==> config.mk <==
export PLATFORM = sky130hd
export DESIGN_NAME = tdm_mux8_tx
export DESIGN_NICKNAME = d
export VERILOG_FILES = /design/src/rtl/tdm_mux8_tx.sv
export SDC_FILE = /design/constraint.sdc
export NUM_CORES = 1
export LEC_CHECK = 0
export CORE_MARGIN = 2
export CORE_UTILIZATION = 51
export CTS_CLUSTER_SIZE = 8
export DETAILED_ROUTE_END_ITERATION = 10
export PLACE_DENSITY = 0.81
export SLEW_MARGIN = 25
export SYNTH_ARGS = -nofsm -noshare
export SYNTH_HDL_FRONTEND = slang
export SYNTH_SLANG_ARGS = --single-unit
==> constraint.sdc <==
create_clock -name clk -period 3.77 [get_ports clk]
set_clock_uncertainty 0.1 [all_clocks]
set_input_delay 0.754 -clock clk [delete_from_list [all_inputs] [get_ports clk]]
set_output_delay 0.754 -clock clk [all_outputs]
set_load 0.02 [all_outputs]
==> src/rtl/tdm_mux8_tx.sv <==
// tdm_mux8_tx: 8-to-1 time-division transmitter. A parallel byte is accepted
// through a load/ready handshake and sent one channel at a time on Y. The
// channel index goes out on S2..S0, and each channel is held for DWELL cycles.
module tdm_mux8_tx #(
  parameter int DWELL = 1
) (
  input  logic       clk,
  input  logic       rst_n,
  input  logic [7:0] d,
  input  logic       load,
  output logic       ready,
  input  logic       abort,
  output logic       Y,
  output logic       S2,
  output logic       S1,
  output logic       S0,
  output logic       frame_start,
  output logic       busy,
  output logic       done
);

  localparam int DW_W = (DWELL > 1) ? $clog2(DWELL) : 1;
  localparam logic [DW_W-1:0] DW_LAST = DW_W'(DWELL - 1);

  typedef enum logic {IDLE, SEND} state_t;

  state_t          state, state_nxt;
  logic [7:0]      word, word_nxt;
  logic [2:0]      chan, chan_nxt;
  logic [DW_W-1:0] dwell, dwell_nxt;
  logic            done_nxt;
  logic            last_beat;

  assign last_beat = (state == SEND) && (chan == 3'd7) && (dwell == DW_LAST);
  assign ready     = (state == IDLE) || last_beat;

  // Next-state logic: word capture, dwell/channel stepping, abort and frame end.
  always_comb begin
    state_nxt = state;
    word_nxt  = word;
    chan_nxt  = chan;
    dwell_nxt = dwell;
    done_nxt  = 1'b0;
    case (state)
      IDLE: begin
        if (load) begin
          state_nxt = SEND;
          word_nxt  = d;
          chan_nxt  = 3'd0;
          dwell_nxt = '0;
        end
      end
      SEND: begin
        if (abort) begin
          state_nxt = IDLE;
          chan_nxt  = 3'd0;
          dwell_nxt = '0;
        end else if (dwell == DW_LAST) begin
          dwell_nxt = '0;
          if (chan == 3'd7) begin
            done_nxt = 1'b1;
            chan_nxt = 3'd0;
            if (load) begin
              word_nxt = d;
            end else begin
              state_nxt = IDLE;
            end
          end else begin
            chan_nxt = chan + 3'd1;
          end
        end else begin
          dwell_nxt = dwell + DW_W'(1);
        end
      end
      default: begin
        state_nxt = IDLE;
        chan_nxt  = 3'd0;
        dwell_nxt = '0;
      end
    endcase
  end

  // State, captured word and counter registers.
  always_ff @(posedge clk or negedge rst_n) begin
    if (!rst_n) begin
      state <= IDLE;
      word  <= 8'h00;
      chan  <= 3'd0;
      dwell <= '0;
    end else begin
      state <= state_nxt;
      word  <= word_nxt;
      chan  <= chan_nxt;
      dwell <= dwell_nxt;
    end
  end

  // Output registers, loaded from the upcoming state so each beat appears
  // in the same cycle as the counters that describe it.
  always_ff @(posedge clk or negedge rst_n) begin
    if (!rst_n) begin
      Y           <= 1'b0;
      {S2, S1, S0} <= 3'b000;
      frame_start <= 1'b0;
      busy        <= 1'b0;
      done        <= 1'b0;
    end else begin
      Y           <= (state_nxt == SEND) ? word_nxt[chan_nxt] : 1'b0;
      {S2, S1, S0} <= (state_nxt == SEND) ? chan_nxt : 3'b000;
      frame_start <= (state_nxt == SEND) && (chan_nxt == 3'd0) && (dwell_nxt == '0);
      busy        <= (state_nxt == SEND);
      done        <= done_nxt;
    end
  end

endmodule

### Word-level counts from Yosys, hierarchy flattened

Cells that the tools add are included.
Widths: inputs -> output; s select.

* add/subtract/negate cells: 2
* multipliers: 0
* divide/modulo/power cells: 0
* order comparisons: 1
* eq/ne operators: 1
* shift operators: 0
* multiplexer cells: 27
* bitwise gates (word level): 3
* reduce and logical (&&, ||, !) cells: 6

Operator list (count)
* $mux 8: 4
* $pmux 8 s2: 1
* $mux 3: 5
* $mux 1: 13
* $pmux 3 s2: 1
* $logic_and 1x1->1: 4
* $lt 3x4->1 const B: 1
* $pmux 1 s2: 2
* $add 3x1->3 const B: 1
* $bmux 1 s3: 1
* $eq 3x3->1 const B: 1
* $logic_not 3->1: 1
* $not 1->1: 3
* $add 1x1->1 const B: 1
* $logic_or 1x1->1: 1

* flip-flop bits (word level): 19
* bits in latches: 0
* RAM bits: 0
* memory bits (read-only): 0
* bits of input ports: 12
* output and inout bits: 8
* word-level logic and storage cells: 50
* memories: 0

### Depth between registers and ports, before layout

Gate-level depths: netlist (run 1).

* depth in word-level cells: 8
* mapped depth: 8
* gate-level depth less buffers: 8

### Least setup slack after synthesis (run 1)

No wires, ideal clock.

* path type: in2reg
* from: in abort
* to: reg Y
* library setup time: 0.074 ns
* arrival: 1.949 ns
* data required time: 3.596 ns
* path slack: 1.647 ns
* stages: 6
* path buffers: 0
* cell sequence: nand2b_2 -> or3b_4 -> a221oi_2 -> nand2b_1 -> o22a_1 -> o21ai_2

* cells in the longest elaborated chain, start to end: 5

RTL lines
* from (decl): RTL line 12 `input logic abort,`
* $mux 8 / $mux 3 (equally long branches): RTL line 54 `if (abort) begin`
* $pmux 8 s2 / $pmux 3 s2 (equally long branches): RTL line 44 `case (state)`
* $bmux 1 s3: RTL line 108 `Y <= (state_nxt == SEND) ? word_nxt[chan_nxt] : 1'b0;`
* $mux 1 (not written as such): RTL line 108
* $mux 1 *: RTL line 108
* to (signal assigned): RTL line 108
* to (decl): RTL line 13 `output logic Y,`

Every way passes the cells marked *; elsewhere a longest branch is shown, timed or not. The select of a mux whose other input is x is not followed.

### Worst setup path in the final report (run 1)

* from: reg chan[0]
* to: out ready

* cells in the longest elaborated chain, start to end: 4

RTL lines
* from (decl): RTL line 29 `logic [2:0] chan, chan_nxt;`
* from (signal assigned): RTL line 93 `chan <= chan_nxt;`
* $eq 3x3->1: RTL line 34 `assign last_beat = (state == SEND) && (chan == 3'd7) && (dwell == DW_LAST);`
* $logic_and 1x1->1 (2 in a row): RTL line 34
* $logic_or 1x1->1: RTL line 35 `assign ready = (state == IDLE) || last_beat;`
* to (decl): RTL line 11 `output logic ready,`

Every way passes these cells.

==> impl_results.md, run 1 <==
* Root buffer cell: clkbuf_4
* GRT Overall Usage at 0.187
* FMAX at 371 MHz
* CTS resizes at 0
* Slowest cell on crit path: clkdlybuf4s50_1
* Commonest cells after routing, fill and taps aside: 19 x dfrtp_1, 19 x clkdlybuf4s50_1, 9 x mux2_2
* Worst skew pair latency at 0.29 ns
* Period minus WS final at 2.69 ns
* Syn Area/Cell at 13.0 um^2
* Hold Path Stages at 1
* Critical path capture point type: output port
* Crit path top cell by count: ha_1
* Synthesized instance count at 65
* Startpoint types: flop
* DRC at 0
* LEAKAGE at 0.513 nW
* Initial antenna violation count at 0
* Largest area contributor in the netlist: dfrtp_1
* CTS Hold Bufs at 0
* Crit Reg-Reg Endpoint: Y$_DFF_PN0_
* CP peak stage delay at 0.54 ns
* Die X at 44.6 um
* Worst Path Class, Setup: flop to output port
* Netlist cell types at 24
* Final period utilization at 0.714
* # rows at 14
* PortBufs at 19
* Hold Startpoint: word[6]$_DFF_PN0_
* Routed wire per std cell at 15.2 um
* Max FO, Critical Path at 4
* Yosys Warn Count at 0
* Cell area after synthesis at 842 um^2
* Area Overhead vs Synth at 28.2%
* Reg2reg start: chan[0]$_DFF_PN0_
* Sequential-to-total area share from yosys stat at 0.565
* Mapped Nets at 79
* CTS sink cnt at 19
* Largest net degree at the start of global routing at 20
* Number of global-route vias before repair at 585
* Reg2reg setup slack at 1.46 ns
* Chip Height at 44.6 um
* RSZ-0062 raised after global routing: no
* TritonCTS clock tree: built
* Synth area leaders: dfrtp_1 56%, mux2_2 12%, mux2i_1 5.9%
* Flops & latches, synth at 19
* I/O pin cnt at 20
* Die area at 1990 um^2
* Max-cap violation count at 0
* Final hold violations at 0
* Final setup violation count at 0
* Worst-path cell chain: ha_1 > ha_1 > nand2b_1 > nand2_1 > clkdlybuf4s50_1
* Antenna cell count at 0
* Detail Route Antenna Nets at 0
* Pwr per Cell Area at 466 nW/um^2
* Fin nets at 103
* CTS buffer count at 3
* Critical Path RT at 2.92 ns
* Critical Path Source: chan[0]$_DFF_PN0_
* Slew headroom at 0.446
* Arrival time at the worst endpoint at 1.84 ns
* Initial Utilization at 0.553
* First-pass iteration count of the detailed router at 4
* Gr ovfl total at 0
* Overall Power at 0.503 mW
* DRT iter0 DRCs at 6
* RePlAce Congestion at 0.671
* Area share of the largest cell type after synthesis at 0.565
* Slew Viols, Final at 0
* Post-CTS setup buffer count at 0
* R2R depth at 8
* H-tree levels at 1
* Clock Path Buffers at 2
* Status: complete, no violations
* Total number of vias at 577
* Worst min-delay path endpoint: word[6]$_DFF_PN0_
* First-pass GRT wire length at 2630 um
* Worst-Margin Slew at 0.828 ns
* Detailed Place HPWL at 1190 um
* Fin Setup TNS at 0 ns
* Worst min path class: flop to flop
* Post-Route WL at 1580 um
* Vias per std cell at 5.55
* VDD IR max at 0.256 mV
* Share of layout cells above drive strength 1 at 0.227
* Core Footprint at 1520 um^2
* CTS clk-pin slew, worst paths at 0.11 ns
[synthesized netlist by cell type]
cell type / count
dfrtp_1: 19
mux2_2: 9
mux2i_1: 5
nand2_1: 4
a21oi_1: 3
nor2_1: 3
ha_1: 2
inv_1: 2
nand2b_1: 2
o21ai_2: 2
a21o_1: 1
a21oi_2: 1
a221oi_2: 1
and2_1: 1
and3b_2: 1
nand2b_2: 1
nand3_1: 1
nor2b_1: 1
nor3_1: 1
nor3b_1: 1
o21ai_0: 1
o22a_1: 1
or3_1: 1
or3b_4: 1
[worst max-delay path, delay by kind of cell (launching register included)]
family / cells / cell delay [ns]
simple gates: 2 / 0.18
fa+ha+maj: 2 / 0.40
flops: 1 / 0.43
buf+inv: 1 / 0.54
[metal layers]
metal,track usage,share of wire,vias up
li1,-,-,280
met1,0.245,0.45,277
met2,0.299,0.48,15
met3,0.0327,0.049,5
met4,0.0909,0.018,0
met5,0,0,-
[power by group]
part | internal, mW | leakage, nW | switching (mW)
combinational | 0.0759 | 0.256 | 0.0698
clock | 0.0395 | 0.0177 | 0.0628
sequential | 0.240 | 0.239 | 0.0156
[kinds of logic after synthesis]
kind of cell             after synthesis  synth area share
buffers and inverters                  2           0.00892
AND/OR/NAND/NOR                       18             0.125
multiplexers                          14             0.180
AO/OA/AOI/OAI                         10            0.0921
flip-flops                            19             0.565
adder cells (fa/ha/maj)                2            0.0297
[state kept, by name, indices dropped and copies added, names as in the netlist]
name,count
word,8
chan,3
S0,1
S1,1
S2,1
Y,1
busy,1
done,1
dwell,1
frame_start,1
[worst max-delay path by stage]
| stage | endpoint | cells after the start | slack (ns) |
|---|---|---|---|
| after floorplan | Y$_DFF_PN0_ | 6 | 1.65 |
| after global placement | Y$_DFF_PN0_ | 7 | 1.03 |
| after detailed placement | Y$_DFF_PN0_ | 7 | 0.94 |
| after CTS | ready | 5 | 1.07 |
| after global routing | ready | 5 | 0.99 |
| final | ready | 5 | 1.08 |
[cell type report]
class                      count  area, um^2
sequential                    19         475
fill                         117         444
multi-input combinational     44         359
timing repair buffer          19         190
clock buffer                   3        22.5
tap                           16        20.0
inverter                       2        7.51
clock inverter                 1        5.00
[metrics by stage]
step	utilization	setup WS [ns]	instance area, um^2	hold WS (ns)	std cells
global placement	0.690	1.03	1050	0.376	100
floorplan	-	1.65	842	0.358	65
global route	0.709	0.993	1080	0.418	104
CTS	0.709	1.07	1080	0.413	104
finish	0.709	1.08	1080	0.411	104
detailed placement	0.690	0.943	1050	0.384	100
Note: power is estimated with default switching activity, not from simulation.
==> inputs of run 2 (changes only) <==
--- a/config.mk
+++ b/config.mk
@@ -6,10 +6,10 @@
 export NUM_CORES = 1
 export LEC_CHECK = 0
 export CORE_MARGIN = 2
-export CORE_UTILIZATION = 51
+export CORE_UTILIZATION = 47
 export CTS_CLUSTER_SIZE = 8
 export DETAILED_ROUTE_END_ITERATION = 10
-export PLACE_DENSITY = 0.81
+export PLACE_DENSITY = 0.75
 export SLEW_MARGIN = 25
 export SYNTH_ARGS = -nofsm -noshare
 export SYNTH_HDL_FRONTEND = slang
==> constraint.sdc (replaced) <==
create_clock -name clk -period 2.5 [get_ports clk]
set_clock_uncertainty 0.1 [all_clocks]
set_input_delay 0.5 -clock clk [delete_from_list [all_inputs] [get_ports clk]]
set_output_delay 0.5 -clock clk [all_outputs]
set_load 0.02 [all_outputs]
==> run 2 against run 1 <==
Compared with the run above:
- worst setup slack got worse by 0.82 ns
- first-iteration DRC count decreased by 50%
- final cell count increased by 12%
- total power increased by 51%
- sequential power increased by 51%
- combinational power increased by 57%
- highest routed layer unchanged
==> impl_results.md, run 2 (synthesis results as in run 1) <==
* TritonCTS clock tree: built (unchanged)
* Initial antenna violation count at 0 (unchanged)
* Chip Height at 46.3 um (was 44.6 um)
* Clock Path Buffers at 2 (unchanged)
* Worst Path Class, Setup: flop to flop (was flop to output port)
* Fin nets at 106 (was 103)
* Die X at 46.3 um (was 44.6 um)
* VDD IR max at 0.397 mV (was 0.256 mV)
* GRT Overall Usage at 0.181 (was 0.187)
* CTS clk-pin slew, worst paths at 0.10 ns (was 0.11 ns)
* DRT iter0 DRCs at 3 (was 6)
* Antenna cell count at 0 (unchanged)
* Vias per std cell at 4.99 (was 5.55)
* Max FO, Critical Path at 8 (was 4)
* FMAX at 446 MHz
* Final core utilization at 0.660 (was 0.709)
* Commonest cells after routing, fill and taps aside: 19 x dfrtp_1, 18 x clkdlybuf4s50_1, 9 x mux2_2 (was 19 x dfrtp_1, 19 x clkdlybuf4s50_1, 9 x mux2_2)
* Total number of vias at 579 (was 577)
* Arrival time at the worst endpoint at 2.33 ns (was 1.84 ns)
* Slew headroom at 0.713 (was 0.446)
* Worst min path class: flop to flop (unchanged)
* Die area at 2150 um^2 (was 1990 um^2)
* Root buffer cell: clkbuf_4 (unchanged)
* CTS Hold Bufs at 0 (unchanged)
* First-pass iteration count of the detailed router at 3 (was 4)
* Gr ovfl total at 0 (unchanged)
* Final period utilization at 0.896
* Commonest non-fill, non-tap cell in the layout: dfrtp_1
* RePlAce Congestion at 0.794 (was 0.671)
* RSZ-0062 raised after global routing: no (unchanged)
* Post-CTS setup buffer count at 0 (unchanged)
* Top Registers: word: 8 flops, chan: 3 flops (unchanged)
* Startpoint types: flop (unchanged)
* Number of global-route vias before repair at 604 (was 585)
* # rows at 15 (was 14)
* H-tree levels at 1 (unchanged)
* Post-Route WL at 1580 um (about the same)
* LEAKAGE at 0.540 nW (was 0.513 nW)
* Share of layout cells above drive strength 1 at 0.242 (was 0.227)
* Status: complete, no violations (unchanged)
* Register name with the most flops: word (unchanged)
* Multi-input logic area at 359 um^2 (unchanged)
* Area Overhead vs Synth at 33.9% (was 28.2%)
* Critical Path RT at 2.58 ns (was 2.92 ns)
* CTS buffer count at 3 (unchanged)
* Core Footprint at 1710 um^2 (was 1520 um^2)
* FF+latch area at 475 um^2 (unchanged)
* Worst-Margin Slew at 0.430 ns (was 0.828 ns)
* CTS sink cnt at 19 (unchanged)
* Final hold violations at 0 (unchanged)
* Critical path capture point type: flop (was output port)
* First-pass GRT wire length at 2620 um (was 2630 um)
* DRC at 0 (unchanged)
* Max-cap violation count at 0 (unchanged)
* Final setup violation count at 0 (unchanged)
* Layout filler cell count at 128 (was 117)
* I/O pin cnt at 20 (unchanged)
* Max reg flops at 8 (unchanged)
* Routed wire per std cell at 13.6 um (was 15.2 um)
* Slew Viols, Final at 0 (unchanged)
* Overall Power at 0.762 mW (was 0.503 mW)
* PortBufs at 19 (unchanged)
* Fin Setup TNS at 0 ns (unchanged)
* Initial Utilization at 0.493 (was 0.553)
* Period minus WS final at 2.24 ns
* Pwr per Cell Area at 676 nW/um^2 (was 466 nW/um^2)
* Worst skew pair latency at 0.29 ns (about the same)
* Detail Route Antenna Nets at 0 (unchanged)
* Largest net degree at the start of global routing at 20 (unchanged)
## run 2: cell types whose count changed in the layout (fill, tap and decap cells not counted)
cell,change
clkbuf_1,+1
clkdlybuf4s50_1,-1
buf_12,+1
dlymetal6s2s_1,+1
buf_4,+2
clkinv_2,-1
## run 2: worst max-delay path, cell delays in order, from the launching register on
cell	delay [ns]
dfrtp_1	0.42
ha_1	0.21
ha_1	0.21
nor3b_1	0.16
o21ai_2	0.18
buf_12	0.15
mux2_2	0.35
mux2i_1	0.15
o22a_1	0.17
o21ai_2	0.05
## run 2: per-layer routing
layer,vias to the layer above,track usage,part of all wire
li1,280,-,-
met3,2,0.0157,0.036
met1,282,0.222,0.44
met5,-,0,0
met2,15,0.300,0.50
met4,0,0.120,0.017
## run 2: cell type report
cell class | instances | area share
Clock buffer | 4 | 0.0233
Multi-Input combinational cell | 44 | 0.319
Tap cell | 25 | 0.0277
Timing Repair Buffer | 22 | 0.202
Inverter | 2 | 0.00666
Sequential cell | 19 | 0.422
## run 2: final timing paths
check,slack (ns),cells past startpoint,endpoint,startpoint
max in group asynchronous,1.66,2,chan[2]$_DFF_PN0_,rst_n
max reg2reg,0.26,9,Y$_DFF_PN0_,chan[0]$_DFF_PN0_
min,0.41,1,word[2]$_DFF_PN0_,word[2]$_DFF_PN0_
min in group asynchronous,0.44,2,S1$_DFF_PN0_,rst_n
min reg2reg,0.41,1,word[2]$_DFF_PN0_,word[2]$_DFF_PN0_
max,0.26,9,Y$_DFF_PN0_,chan[0]$_DFF_PN0_
## run 2: repair_timing
item                                    4_1_cts  5_1_grt
endpoints found under the setup margin        0        1
endpoints found under the hold margin         0        0
resized for setup                             0        1
## run 2: power by group
group	switching, mW	internal (mW)	leakage (nW)
sequential	0.0229	0.361	0.239
combinational	0.107	0.122	0.286
clock	0.0871	0.0620	0.0150
## run 2: per-stage QoR
step	hold slack (ns)	cell area (um^2)	cells	worst slack (ns)
5_1_grt	0.422	1130	116	0.145
2_1_floorplan	0.104	842	65	0.388
6_report	0.409	1130	116	0.259
3_3_place_gp	0.378	1100	112	0.125
4_1_cts	0.412	1120	116	0.0309
3_5_place_dp	0.388	1100	112	0.0698
